**src/rtl/pico2_port_pkg.sv**
```systemverilog
// pico2_port_pkg
//   Shared constants for the pico2 port responder: the core-side port map
//   and the bit positions of the status byte returned on the status port.
//   Also provides a helper that assembles the status byte.
package pico2_port_pkg;

    // Core port map
    localparam logic [7:0] PORT_KEY_ADDR = 8'h20;  // W: key memory address
    localparam logic [7:0] PORT_KEY_DATA = 8'h21;  // R: key memory data
    localparam logic [7:0] PORT_FIFO_POP = 8'h22;  // R: pop byte FIFO
    localparam logic [7:0] PORT_STATUS   = 8'h23;  // R: status, W: clear sticky flags
    localparam logic [7:0] PORT_RES_ADDR = 8'h40;  // W: result memory address
    localparam logic [7:0] PORT_RES_DATA = 8'h41;  // W: result memory data

    // Status byte bit indices; upper nibble reads as zero
    localparam int STAT_EMPTY     = 0;
    localparam int STAT_FULL      = 1;
    localparam int STAT_OVERFLOW  = 2;
    localparam int STAT_UNDERFLOW = 3;

    function automatic logic [7:0] pack_status(input logic empty,
                                               input logic full,
                                               input logic overflow,
                                               input logic underflow);
        logic [7:0] s;
        s                 = 8'h00;
        s[STAT_EMPTY]     = empty;
        s[STAT_FULL]      = full;
        s[STAT_OVERFLOW]  = overflow;
        s[STAT_UNDERFLOW] = underflow;
        return s;
    endfunction

endpackage

```
**src/rtl/pico2_port_responder_if.sv**
```systemverilog
// pico2_port_responder_if
//   Soft-core I/O port bus.
//   port_id      : port address driven by the core
//   write_strobe : one-cycle write qualifier
//   read_strobe  : one-cycle read qualifier
//   out_port     : core write data
//   in_port      : registered read data returned to the core
//   master = core side, slave = peripheral side.
interface pico2_port_responder_if;
    logic [7:0] port_id;
    logic       write_strobe;
    logic       read_strobe;
    logic [7:0] out_port;
    logic [7:0] in_port;

    modport master (
        output port_id, write_strobe, read_strobe, out_port,
        input  in_port
    );

    modport slave (
        input  port_id, write_strobe, read_strobe, out_port,
        output in_port
    );
endinterface

```
**src/rtl/pico2_byte_fifo.sv**
```systemverilog
// pico2_byte_fifo
//   Byte FIFO with occupancy count.
//   clk, rst_n   : clock, asynchronous active-low reset
//   push/push_data: enqueue request (ignored when full)
//   pop          : dequeue request (ignored when empty)
//   head_data    : byte at the read pointer (valid when !empty)
//   full, empty  : combinational from the count
//   DEPTH must be a power of two >= 4 so pointers wrap naturally.
module pico2_byte_fifo #(
    parameter int DEPTH = 16
) (
    input  logic       clk,
    input  logic       rst_n,
    input  logic       push,
    input  logic [7:0] push_data,
    input  logic       pop,
    output logic [7:0] head_data,
    output logic       full,
    output logic       empty
);
    localparam int AW = $clog2(DEPTH);
    localparam logic [AW:0] CNT_FULL = (AW+1)'(DEPTH);

    logic [7:0]    mem [DEPTH];
    logic [AW-1:0] wr_ptr_q, wr_ptr_d;
    logic [AW-1:0] rd_ptr_q, rd_ptr_d;
    logic [AW:0]   count_q, count_d;
    logic          push_ok, pop_ok;

    assign full      = (count_q == CNT_FULL);
    assign empty     = (count_q == '0);
    assign push_ok   = push && !full;
    assign pop_ok    = pop && !empty;
    assign head_data = mem[rd_ptr_q];

    always_comb begin
        wr_ptr_d = wr_ptr_q + {{(AW-1){1'b0}}, push_ok};
        rd_ptr_d = rd_ptr_q + {{(AW-1){1'b0}}, pop_ok};
        count_d  = count_q + {{AW{1'b0}}, push_ok} - {{AW{1'b0}}, pop_ok};
    end

    always_ff @(posedge clk or negedge rst_n) begin
        if (!rst_n) begin
            wr_ptr_q <= '0;
            rd_ptr_q <= '0;
            count_q  <= '0;
        end else begin
            wr_ptr_q <= wr_ptr_d;
            rd_ptr_q <= rd_ptr_d;
            count_q  <= count_d;
        end
    end

    // Storage is not reset; the count alone decides what is valid.
    always_ff @(posedge clk) begin
        if (push_ok) mem[wr_ptr_q] <= push_data;
    end

endmodule

```
**src/rtl/pico2_port_responder.sv**
```systemverilog
// pico2_port_responder
//   Port-mapped peripheral for a soft core: key memory readback, byte FIFO
//   pop with sticky overflow/underflow status, and a result memory the core
//   writes and the host reads.
//   clk, rst_n          : clock, asynchronous active-low reset
//   core                : core port bus (slave side)
//   fifo_push/_data     : producer byte push; fifo_full reports full
//   key_wr_*            : host load port for the 16-byte key memory
//   res_rd_addr/_data   : host combinational read of the 8-byte result memory
//   result_done         : one-cycle pulse after the core writes result byte 7
module pico2_port_responder
    import pico2_port_pkg::*;
#(
    parameter int FIFO_DEPTH = 16
) (
    input  logic                  clk,
    input  logic                  rst_n,
    pico2_port_responder_if.slave core,
    input  logic                  fifo_push,
    input  logic [7:0]            fifo_push_data,
    output logic                  fifo_full,
    input  logic                  key_wr_en,
    input  logic [3:0]            key_wr_addr,
    input  logic [7:0]            key_wr_data,
    input  logic [2:0]            res_rd_addr,
    output logic [7:0]            res_rd_data,
    output logic                  result_done
);
    logic [7:0] key_mem [16];
    logic [7:0] res_mem [8];

    logic [3:0] key_addr_q, key_addr_d;
    logic [2:0] res_addr_q, res_addr_d;
    logic [7:0] pop_data_q, pop_data_d;
    logic [7:0] in_port_q, in_port_d;
    logic       overflow_q, overflow_d;
    logic       underflow_q, underflow_d;
    logic       result_done_q, result_done_d;

    logic       fifo_empty;
    logic [7:0] fifo_head;
    logic       wr_key_addr, wr_res_addr, wr_res_data, wr_status, pop_req;

    assign wr_key_addr = core.write_strobe && (core.port_id == PORT_KEY_ADDR);
    assign wr_res_addr = core.write_strobe && (core.port_id == PORT_RES_ADDR);
    assign wr_res_data = core.write_strobe && (core.port_id == PORT_RES_DATA);
    assign wr_status   = core.write_strobe && (core.port_id == PORT_STATUS);
    assign pop_req     = core.read_strobe  && (core.port_id == PORT_FIFO_POP);

    pico2_byte_fifo #(
        .DEPTH (FIFO_DEPTH)
    ) u_fifo (
        .clk       (clk),
        .rst_n     (rst_n),
        .push      (fifo_push),
        .push_data (fifo_push_data),
        .pop       (pop_req),
        .head_data (fifo_head),
        .full      (fifo_full),
        .empty     (fifo_empty)
    );

    always_comb begin
        key_addr_d    = key_addr_q;
        res_addr_d    = res_addr_q;
        pop_data_d    = pop_data_q;
        in_port_d     = 8'h00;

        if (wr_key_addr) key_addr_d = core.out_port[3:0];
        if (wr_res_addr) res_addr_d = core.out_port[2:0];
        if (pop_req && !fifo_empty) pop_data_d = fifo_head;

        // Sticky flags: a new event in the same cycle as a clear wins.
        underflow_d   = (pop_req && fifo_empty) || (underflow_q && !wr_status);
        overflow_d    = (fifo_push && fifo_full) || (overflow_q && !wr_status);
        result_done_d = wr_res_data && (res_addr_q == 3'd7);

        // Read mux uses pre-edge state, so a same-cycle host key write or
        // pop returns the old value here and the new one a cycle later.
        case (core.port_id)
            PORT_KEY_DATA: in_port_d = key_mem[key_addr_q];
            PORT_FIFO_POP: in_port_d = pop_data_q;
            PORT_STATUS:   in_port_d = pack_status(fifo_empty, fifo_full,
                                                   overflow_q, underflow_q);
            default:       in_port_d = 8'h00;
        endcase
    end

    always_ff @(posedge clk or negedge rst_n) begin
        if (!rst_n) begin
            key_addr_q    <= '0;
            res_addr_q    <= '0;
            pop_data_q    <= '0;
            in_port_q     <= '0;
            overflow_q    <= 1'b0;
            underflow_q   <= 1'b0;
            result_done_q <= 1'b0;
        end else begin
            key_addr_q    <= key_addr_d;
            res_addr_q    <= res_addr_d;
            pop_data_q    <= pop_data_d;
            in_port_q     <= in_port_d;
            overflow_q    <= overflow_d;
            underflow_q   <= underflow_d;
            result_done_q <= result_done_d;
        end
    end

    // Memory contents survive reset.
    always_ff @(posedge clk) begin
        if (key_wr_en)   key_mem[key_wr_addr] <= key_wr_data;
        if (wr_res_data) res_mem[res_addr_q]  <= core.out_port;
    end

    assign core.in_port = in_port_q;
    assign res_rd_data  = res_mem[res_rd_addr];
    assign result_done  = result_done_q;

endmodule

```
**src/flat_wrapper.sv**
```systemverilog
// flat-port wrapper written by rule: the top's interface ports become plain ports
module pico2_port_responder_flat import pico2_port_pkg::*;
#(
    parameter int FIFO_DEPTH = 16
)
  (clk, rst_n, fifo_push, fifo_push_data, fifo_full, key_wr_en, key_wr_addr, key_wr_data, res_rd_addr, res_rd_data, result_done, core_port_id, core_write_strobe, core_read_strobe, core_out_port, core_in_port);
  pico2_port_responder_if core_i ();
  input  logic clk;
  input  logic rst_n;
  input  logic fifo_push;
  input  logic [7:0] fifo_push_data;
  output logic fifo_full;
  input  logic key_wr_en;
  input  logic [3:0] key_wr_addr;
  input  logic [7:0] key_wr_data;
  input  logic [2:0] res_rd_addr;
  output logic [7:0] res_rd_data;
  output logic result_done;
  input wire logic [$bits(core_i.port_id)-1:0] core_port_id;
  input wire logic [$bits(core_i.write_strobe)-1:0] core_write_strobe;
  input wire logic [$bits(core_i.read_strobe)-1:0] core_read_strobe;
  input wire logic [$bits(core_i.out_port)-1:0] core_out_port;
  output wire logic [$bits(core_i.in_port)-1:0] core_in_port;
  assign core_i.port_id = core_port_id;
  assign core_i.write_strobe = core_write_strobe;
  assign core_i.read_strobe = core_read_strobe;
  assign core_i.out_port = core_out_port;
  assign core_in_port = core_i.in_port;
  pico2_port_responder #(.FIFO_DEPTH(FIFO_DEPTH)) u_core (.clk(clk), .rst_n(rst_n), .core(core_i), .fifo_push(fifo_push), .fifo_push_data(fifo_push_data), .fifo_full(fifo_full), .key_wr_en(key_wr_en), .key_wr_addr(key_wr_addr), .key_wr_data(key_wr_data), .res_rd_addr(res_rd_addr), .res_rd_data(res_rd_data), .result_done(result_done));
endmodule
```
**config.mk**
```make
export PLATFORM = sky130hd
export DESIGN_NAME = pico2_port_responder_flat
export DESIGN_NICKNAME = d
export VERILOG_FILES = /design/src/rtl/pico2_port_pkg.sv /design/src/rtl/pico2_port_responder_if.sv /design/src/rtl/pico2_byte_fifo.sv /design/src/rtl/pico2_port_responder.sv /design/src/flat_wrapper.sv
export SDC_FILE = /design/constraint.sdc
export NUM_CORES = 1
export LEC_CHECK = 0
export BUFFER_PORTS_ARGS = -buffer_cell sky130_fd_sc_hd__buf_2
export CAP_MARGIN = 5
export CORE_MARGIN = 3
export CORE_UTILIZATION = 60
export CTS_BUF_LIST = sky130_fd_sc_hd__clkbuf_2
export DETAILED_ROUTE_END_ITERATION = 6
export PLACE_DENSITY = 0.78
export SLEW_MARGIN = 20
export SYNTH_ARGS = -nofsm -noshare
export SYNTH_HDL_FRONTEND = slang
export SYNTH_SLANG_ARGS = --single-unit
```
**constraint.sdc**
```tcl
create_clock -name clk -period 6 [get_ports clk]
set_input_delay 0.3 -clock clk [delete_from_list [all_inputs] [get_ports clk]]
set_output_delay 0.3 -clock clk [all_outputs]
set_load 0.02 [all_outputs]
```
==> flow_summary.ini, run 1 <==
[sta]
slew_viol_final = 0
setup_tns_ns = 0
timing.final.crit_share_pct = 51.01
worst_slew_pin_slew_ns = 1.091
slew_headroom_pct = 27.03
hold_viol = 0
period_needed_ns = 3.061
fin_worst_skew_ns = 0.07255
fmax_mhz = 326.7
final-setup-viol-count = 0
worst_hold_slack_ns = 0.1221
rsz0062_at_grt = false

[clock_tree]
cts_tree = yes
post_cts_buffers = 0
path_clk_slew_ns = 0.14
insertion_delay_ns = 0.86
clockBufferDepth = 3
cts_buffers = 85
cts.sinks = 359
clockRootBuffer = clkbuf_2
htreeDepth = 3
cts_resized = 0

[finish]
mostFrequentLayoutCells = edfxtp_1, clkbuf_2, buf_2, mux4_2, dlygate4sd3_1
multiInputGateArea_sq_um = 3397
nets = 899
ff_latch_area_sq_um = 10590
layout_commonest_cell = edfxtp_1
drive_gt1_share_pct = 32.13
area_delta_synth_final_pct = 12.91
fillers = 1418

[setup_path]
cp.depth = 15
worstReg2RegStart = u_core.u_fifo.count_q[3]
start_kind = flip-flop
critPathLaunch = u_core.u_fifo.count_q[3]
cp_cell_sequence = inv_1 > ha_1 > nor4b_1 > nor2_1 > nand3_2 > inv_1 > ha_1 > inv_1 > ha_1 > inv_1 > fa_1 > inv_1 > a21oi_1 > o21bai_1 > xnor2_1
critPathTopFamily = adder cells
cp.arrival_ns = 3.80
critPathKind = reg2reg
slowest_delay_ns = 0.45
r2r-end = u_core.u_fifo.count_q[4]
cp_slowest_cell = nor4b_1
setup.worst_path.end_class = flip-flop
cp.required_ns = 6.74
r2r_setup_slack_ns = 2.94
crit_end = u_core.u_fifo.count_q[4]
cpMostUsedCell = inv_1
crit_buf_inv = 5
path_max_fanout = 9
worst_r2r_path_depth = 15

[die]
initial_core_util_pct = 61.94
design.core.area_sq_um = 22920
num_rows = 55
die_y_um = 159.8
ios = 63
die_area_sq_um = 25540
die_w_um = 159.8

[global_routing]
antenna_found_initial = 2
grt_pass1_wl_mm = 43.61
overflow = 0
grt_max_degree = 40
grt_pass1_vias = 7785
grt_use_total_pct = 22.43

[drt]
final_antenna_net_count = 0
first_iter_violations = 666
vias = 7220
drt_pass1_iterations = 6
detail_route.wirelength_mm = 27.81
wl_per_cell_um = 22.65
drc = 0
viasPerCell = 5.879

[yosys]
yosys_register_bits = 359
synth_warnings = 0
synthFlopType = edfxtp_1
synth_enable_flop_cells = 320
avgSynthCellArea_sq_um = 21.06
synthDistinctLibCells = 44
syn_area_sq_um = 14190
seq_area_frac_synth_pct = 74.57
synthArstFlopShare_pct = 10.86
yosysTopAreaCellShare_pct = 67.70
synth_nets = 730
syn-instance-count = 674
synth_top_area_cell = edfxtp_1
synth_area_leaders = edfxtp_1, mux4_2, dfrtp_1, mux4_1, mux2_2

[outcome]
status = finished clean

[power_and_ir_drop]
p_per_area_nw_per_um2 = 311.1
total_power_mw = 4.987
p_leak_nw = 5.597
ir_drop_v = 0.0002156

[placement]
gp_congestion = 0.8585
io_buffers = 62
dpl.hpwl_mm = 17.25

[worst_hold_path]
hold_class = in2async

[flow_run]
cap_violations = 0
-- power breakdown --
group / internal (mW) / switching [mW] / total [mW]
logic: 0.199 / 0.270 / 0.469
registers: 2.87 / 0.0914 / 2.96
clock network: 0.623 / 0.932 / 1.55
total: 3.69 / 1.29 / 4.99
-- per-stage QoR --
stage | setup slack (ns) | instance area [sq um] | instances | util [%]
3_3_place_gp | 3.158 | 14740 | 1024 | 64.34
5_1_grt | 2.719 | 16030 | 1228 | 69.94
4_1_cts | 2.972 | 16000 | 1225 | 69.81
3_5_place_dp | 3.024 | 14750 | 1024 | 64.38
6_report | 2.939 | 16030 | 1228 | 69.94
2_1_floorplan | 3.345 | 14190 | 674 | -
-- layout make-up --
| class | instances | area share [%] |
|---|---|---|
| diodes | 3 | 0.04684 |
| flip-flops and latches | 359 | 66.07 |
| multi-input cells | 273 | 21.19 |
| clock inverters | 39 | 1.304 |
| well taps | 313 | 2.443 |
| repair buffers | 113 | 5.027 |
| clock buffers | 117 | 3.653 |
| inverters | 11 | 0.2576 |
-- cells by family after synthesis --
group | Yosys count | share of synthesized area, %
AND/OR/NAND/NOR | 87 | 3.261
buffers and inverters | 42 | 1.710
XOR/XNOR | 8 | 0.4936
flip-flops | 359 | 74.57
AO/OA/AOI/OAI | 36 | 1.587
adder cells (fa/ha/maj) | 11 | 1.022
multiplexers | 131 | 17.36
-- sequential cells by signal, indices dropped and copies added (netlist names) --
register                cells
u_core.key_mem            128
u_core.u_fifo.mem         128
u_core.res_mem             64
u_core.core.in_port         8
u_core.pop_data_q           8
u_core.u_fifo.count_q       5
u_core.key_addr_q           4
u_core.u_fifo.rd_ptr_q      4
u_core.u_fifo.wr_ptr_q      4
u_core.res_addr_q           3
u_core.overflow_q           1
u_core.result_done          1
u_core.underflow_q          1
-- cells in the mapped netlist (4+ instances only) --
cell type	count
nand3_1	9
mux2_2	31
buf_1	5
inv_1	11
nor3_1	10
a21oi_1	10
buf_6	4
o22ai_1	8
nor2_1	33
dfrtp_1	39
mux4_1	30
nand2_1	9
xnor2_1	4
buf_2	9
mux4_2	50
a22oi_1	4
nand2b_1	8
edfxtp_1	320
clkbuf_1	8
o221ai_1	4
mux2i_1	20
nand3b_1	5
ha_1	10
xor2_1	4
-- worst min-delay path by stage --
stage | from | cells after the start | slack [ns] | endpoint
2_1_floorplan | rst_n | 0 | 0.004 | u_core.core.in_port[0]
3_3_place_gp | rst_n | 1 | 0.47 | u_core.u_fifo.wr_ptr_q[2]
3_5_place_dp | rst_n | 1 | 0.49 | u_core.u_fifo.wr_ptr_q[3]
4_1_cts | key_wr_en | 3 | 0.01 | u_core.key_mem[4][4]
5_1_grt | core_port_id[4] | 4 | 0.04 | u_core.core.in_port[4]
6_report | rst_n | 2 | 0.12 | u_core.u_fifo.wr_ptr_q[0]
-- routing by layer --
metal / track usage (%) / up-vias / share of wire (%)
met1: 30.29 / 3638 / 40
met3: 5.136 / 60 / 7.2
met2: 36.86 / 334 / 51
met5: 0 / - / 0
li1: - / 3188 / -
met4: 7.732 / 0 / 2.3
-- timing repair --
action / 4_1_cts / 5_1_grt
hold endpoints to repair: 406 / 0
hold buffers: 45 / 0
endpoints found under the setup margin: 0 / 0
Power figures use the tool's default switching activity.
==> inputs of run 2 (changes only) <==
--- a/config.mk
+++ b/config.mk
@@ -8,7 +8,7 @@
 export BUFFER_PORTS_ARGS = -buffer_cell sky130_fd_sc_hd__buf_2
 export CAP_MARGIN = 5
 export CORE_MARGIN = 3
-export CORE_UTILIZATION = 60
+export CORE_UTILIZATION = 57
 export CTS_BUF_LIST = sky130_fd_sc_hd__clkbuf_2
 export DETAILED_ROUTE_END_ITERATION = 6
 export PLACE_DENSITY = 0.78
==> constraint.sdc (replaced) <==
create_clock -name clk -period 2.64 [get_ports clk]
set_input_delay 0.132 -clock clk [delete_from_list [all_inputs] [get_ports clk]]
set_output_delay 0.132 -clock clk [all_outputs]
set_load 0.02 [all_outputs]
==> run 2 against run 1 <==
Critical path depth unchanged. Sequential share of layout area decreased by 2.1 points. Cell count grew 4.2%. Sequential cell count is the same. Final area rose by 3.3%. Clock skew rose by 0.0028 ns. Count of clock-buffer cells in the layout grew 9. Sequential power grew 130%.
==> flow_summary.ini, run 2 (synthesized netlist as in run 1, its figures left out) <==
[finish]
top_regs = u_core.key_mem: 128 flops, u_core.u_fifo.mem: 128 flops, u_core.res_mem: 64 flops
fin_area_sq_um = 16550
fin_util_pct = 67.85
mostFrequentLayoutCells = edfxtp_1, clkbuf_2, buf_2, dlygate4sd3_1, mux4_2
drive_gt1_share_pct = 35.81
layout_commonest_cell = edfxtp_1
nets = 947
area_delta_synth_final_pct = 16.59

[drt]
viasPerCell = 5.873
drt_pass1_iterations = 5
final_antenna_net_count = 0
maxUsedRoutingLayer = met4
wl_met3_mm = 1.916
detail_route.wirelength_mm = 29.41
vias = 7517
first_iter_violations = 697
drc = 0
wl_met1_mm = 11.55
wl_per_cell_um = 22.98
dr_wl_met2_mm = 15.22

[die]
die_w_um = 163.8
design.core.area_sq_um = 24390
ios = 63
die_y_um = 163.8
num_rows = 57
initial_core_util_pct = 58.20
die_area_sq_um = 26830

[power_and_ir_drop]
p_seq_share_pct = 57.0
total_power_mw = 11.81
p_comb_share_pct = 10.5
p_leak_nw = 5.870
p_per_area_nw_per_um2 = 713.4
ir_drop_v = 0.0003647
p_sw_mw = 2.951
p_sw_share_pct = 24.99
power.share.clock_pct = 32.5
internal-power_mw = 8.857

[clock_tree]
clockBufferDepth = 3
cts.sinks = 359
insertion_delay_ns = 0.89
htreeDepth = 3
cts_buffers = 84
path_clk_slew_ns = 0.11
cts_tree = yes
clockRootBuffer = clkbuf_2

[setup_path]
critPathKind = reg2reg
r2r-end = u_core.u_fifo.count_q[4]
start_kind = flip-flop
cp.required_ns = 3.43
worstReg2RegStart = u_core.u_fifo.count_q[2]
setup.worst_path.end_class = flip-flop
path_max_fanout = 2
worst_r2r_path_depth = 15
critPathLaunch = u_core.u_fifo.count_q[2]
cp.arrival_ns = 3.27
r2r_setup_slack_ns = 0.16

[global_routing]
antenna_found_initial = 1
grt_pass1_wl_mm = 44.97
overflow = 0
grt_pass1_vias = 8083
grt_max_degree = 39
grt_use_total_pct = 22.53

[sta]
rsz0062_at_grt = false
slew_viol_final = 0
final-setup-viol-count = 0
hold_viol = 0
timing.final.crit_share_pct = 93.99
setup_tns_ns = 0
worst_slew_pin_slew_ns = 0.9745
slew_headroom_pct = 34.79
period_needed_ns = 2.481
fmax_mhz = 403.0
fin_worst_skew_ns = 0.07532

[placement]
io_buffers = 62
place_area_sq_um = 15060
gp_congestion = 0.7884
dpl.hpwl_mm = 18.37

[worst_hold_path]
hold_class = in2reg
min_delay_path_depth = 2
worst_hold_path.endpoint = u_core.res_mem[4][4]
worstHoldStart = core_out_port[4]

[outcome]
status = finished clean

[flow_run]
cap_violations = 0
-- run 2: cell types whose count changed in the layout (fill, tap and decap cells not counted), sizes merged --
cell,delta
bufinv,+3
clkinvlp,+2
buf,+42
diode,-2
dlygate4sd3,+7
clkinv,-16
clkbuf,+9
inv,-4
-- run 2: worst max-delay path by stage --
stage                                          end  slack, ns  depth (start not counted)
after global placement    u_core.u_fifo.count_q[4]       0.18                         15
final                     u_core.u_fifo.count_q[4]       0.16                         15
after floorplan           u_core.u_fifo.count_q[4]       0.11                         15
after global routing      u_core.u_fifo.count_q[4]      0.007                         15
after CTS                 u_core.u_fifo.count_q[4]       0.01                         15
after detailed placement  u_core.u_fifo.count_q[4]      0.003                         15
-- run 2: final cells by class --
type                            instances  area [sq um]
Multi-Input combinational cell        273          3422
Sequential cell                       359         10590
Fill cell                            1530          7841
Inverter                               11         41.29
Clock buffer                          126         630.6
Tap cell                              324         405.4
Antenna cell                            1         2.502
Clock inverter                         24         232.7
Timing Repair Buffer                  162          1229
-- run 2: critical path, cell delays in order, from the launching register on --
cell and delay (ns):
dfrtp_1 0.40, inv_2 0.09, ha_4 0.13, nor4b_4 0.25
nor2_2 0.09, nand3_2 0.08, inv_1 0.08, ha_4 0.21
inv_1 0.05, ha_2 0.17, inv_1 0.05, fa_2 0.34
inv_1 0.06, a21oi_1 0.06, o21bai_1 0.20, xnor2_1 0.15
-- run 2: stage by stage --
step           std cells  worst slack [ns]  hold WS, ns
2_1_floorplan        674            0.1095      -0.1636
3_3_place_gp        1071            0.1773       0.2842
3_5_place_dp        1071          0.003154       0.3132
4_1_cts             1274           0.01043      0.04268
5_1_grt             1280          0.006516      0.04291
6_report            1280            0.1587      0.08603
-- run 2: power by group through the flow --
stage / sequential (mW) / combinational [mW] / clock [mW]
finish: 6.73 / 1.24 / 3.84
global route: 6.76 / 1.35 / 4.23
CTS: 6.72 / 1.15 / 3.94
detailed placement: 6.84 / 1.06 / 0
global placement: 6.80 / 0.989 / 0
floorplan: 6.74 / 0.717 / 0
-- run 2: repair_timing --
action                                 in CTS  in global routing
setup endpoints to repair                   1                  1
hold buffers                               53                  0
buffers inserted                            0                  5
resized for setup                           2                  8
endpoints found under the hold margin     574                  0
pin swaps                                   0                  5
-- run 2: per-layer routing --
| layer | vias up | GRT usage [%] |
|---|---|---|
| met1 | 3863 | 28.97 |
| met5 | - | 0 |
| met3 | 62 | 5.069 |
| met4 | 0 | 8.766 |
| met2 | 309 | 37.91 |
| li1 | 3283 | - |
==> inputs of run 3 (changes only) <==
--- a/config.mk
+++ b/config.mk
@@ -7,6 +7,7 @@
 export LEC_CHECK = 0
 export BUFFER_PORTS_ARGS = -buffer_cell sky130_fd_sc_hd__buf_2
 export CAP_MARGIN = 5
+export CORE_ASPECT_RATIO = 0.75
 export CORE_MARGIN = 3
 export CORE_UTILIZATION = 57
 export CTS_BUF_LIST = sky130_fd_sc_hd__clkbuf_2
==> run 3 against run 2 <==
Worst setup slack worse by 0.13 ns. First-iteration DRC count is 6.9% higher. Via count fell by 0.96%. Sequential cell count unchanged. Clock skew is 0.015 ns higher. Clock power decreased by 6.3%. Global-route usage decreased by 0.66 points. Register-to-register slack lost 0.08 ns. Cell count is the same. Utilization hardly changed. Largest power group unchanged.
==> flow_summary.ini, run 3 (synthesized netlist as in run 1, its figures left out) <==
[setup_path]
setup.worst_path.end_class = flip-flop
cp_slowest_cell = dlygate4sd3_1
path_max_fanout = 5
critPathKind = in2reg
cp.required_ns = 3.39
crit_buf_inv = 6
cp.arrival_ns = 3.36
start_kind = input pin
cp_cell_sequence = dlygate4sd3_1 > buf_2 > nor4b_4 > dlygate4sd3_1 > buf_4 > nand3_2 > o21ai_0 > dlygate4sd3_1 > o21ai_0 > dlygate4sd3_1
critPathTopFamily = buffers and inverters
cpMostUsedCell = dlygate4sd3_1
slowest_delay_ns = 0.59

[clock_tree]
clockRootBuffer = clkbuf_2
htreeDepth = 3
clockBufferDepth = 3
cts.sinks = 359
insertion_delay_ns = 0.87
cts_tree = yes
cts_buffers = 81
path_clk_slew_ns = 0.10

[placement]
dpl.hpwl_mm = 17.66
io_buffers = 62
gp_congestion = 0.8245
place_ws_ns = 0.03676

[global_routing]
overflow = 0
grt_pass1_wl_mm = 43.73
antenna_found_initial = 1
grt_max_degree = 40
grt_pass1_vias = 7706
grt_use_total_pct = 21.87

[die]
die_area_sq_um = 26850
ios = 63
initial_core_util_pct = 58.62
die_w_um = 188.2
die_y_um = 142.7
design.core.area_sq_um = 24220
num_rows = 49

[sta]
period_needed_ns = 2.609
rsz0062_at_grt = true
final-setup-viol-count = 0
fin_worst_skew_ns = 0.09060
fmax_mhz = 383.3
slew_headroom_pct = 31.67
setup_ws_ns = 0.03078
worst_slew_pin_slew_ns = 1.021
timing.final.crit_share_pct = 98.83
slew_viol_final = 0
hold_viol = 0

[drt]
detail_route.wirelength_mm = 28.42
wl_per_cell_um = 22.20
first_iter_violations = 745
vias = 7445
drt_pass1_iterations = 5
viasPerCell = 5.816
final_antenna_net_count = 0
drc = 0

[worst_hold_path]
hold_class = in2reg

[finish]
drive_gt1_share_pct = 34.49
area_delta_synth_final_pct = 15.82
nets = 941
layout_commonest_cell = edfxtp_1
top_regs = u_core.key_mem: 128 flops, u_core.u_fifo.mem: 128 flops, u_core.res_mem: 64 flops
mostFrequentLayoutCells = edfxtp_1, clkbuf_2, buf_2, dlygate4sd3_1, mux4_2
fin_util_pct = 67.89

[power_and_ir_drop]
p_sw_share_pct = 25.11
p_seq_share_pct = 58.5
total_power_mw = 11.49
p_sw_mw = 2.885
power.share.clock_pct = 31.3
internal-power_mw = 8.607
p_comb_share_pct = 10.2
ir_drop_v = 0.0003394
p_per_area_nw_per_um2 = 699.0
p_leak_nw = 5.816

[flow_run]
cap_violations = 0

[outcome]
status = finished clean
-- run 3: final timing paths --
path | from | end | slack [ns] | cells past startpoint
max reg2reg | u_core.u_fifo.count_q[3] | u_core.u_fifo.count_q[4] | 0.08 | 13
min reg2reg | u_core.pop_data_q[2] | u_core.pop_data_q[2] | 0.51 | 1
min | core_out_port[6] | u_core.res_mem[2][6] | 0.10 | 2
max in group asynchronous | rst_n | u_core.key_addr_q[1] | 2.01 | 4
min in group asynchronous | rst_n | u_core.u_fifo.rd_ptr_q[1] | 0.36 | 4
max | core_port_id[6] | u_core.underflow_q | 0.03 | 10
-- run 3: final cells by class --
class | instances | area [sq um]
tap | 331 | 414.1
multi-input combinational | 273 | 3390
antenna | 1 | 2.502
fill | 1541 | 7776
inverter | 11 | 41.29
sequential | 359 | 10590
clock inverter | 19 | 153.9
timing repair buffer | 159 | 1216
clock buffer | 127 | 635.6
-- run 3: per-stage QoR --
stage | TNS [ns] | cells | cell area (sq um) | hold slack (ns)
2_1_floorplan | 0 | 674 | 14200 | -0.1636
3_3_place_gp | 0 | 1075 | 15040 | 0.2856
3_5_place_dp | 0 | 1075 | 15040 | 0.2978
4_1_cts | 0 | 1275 | 16380 | 0.01664
5_1_grt | -0.06239 | 1280 | 16440 | 0.008288
6_report | 0 | 1280 | 16440 | 0.1003
-- run 3: repair_timing --
| item | CTS | global route |
|---|---|---|
| setup buffers | 0 | 1 |
| setup endpoints to repair | 0 | 2 |
| hold buffers | 54 | 3 |
| endpoints found under the hold margin | 547 | 5 |
| resized for setup | 0 | 4 |
-- run 3: metal layers --
metal / up-vias / global-route usage [%] / wire [um]
met5: - / 0 / 0
met4: 0 / 6.038 / 493
met3: 46 / 5.840 / 2008
met2: 301 / 33.83 / 13520
met1: 3841 / 31.66 / 12390
li1: 3257 / - / -
-- run 3: power by group through the flow --
stage               combinational (mW)  clock (mW)  sequential, mW
floorplan                        0.717           0            6.74
global placement                  1.01           0            6.80
detailed placement                1.07           0            6.83
CTS                               1.14        3.68            6.70
global route                      1.27        4.01            6.75
finish                            1.17        3.60            6.72
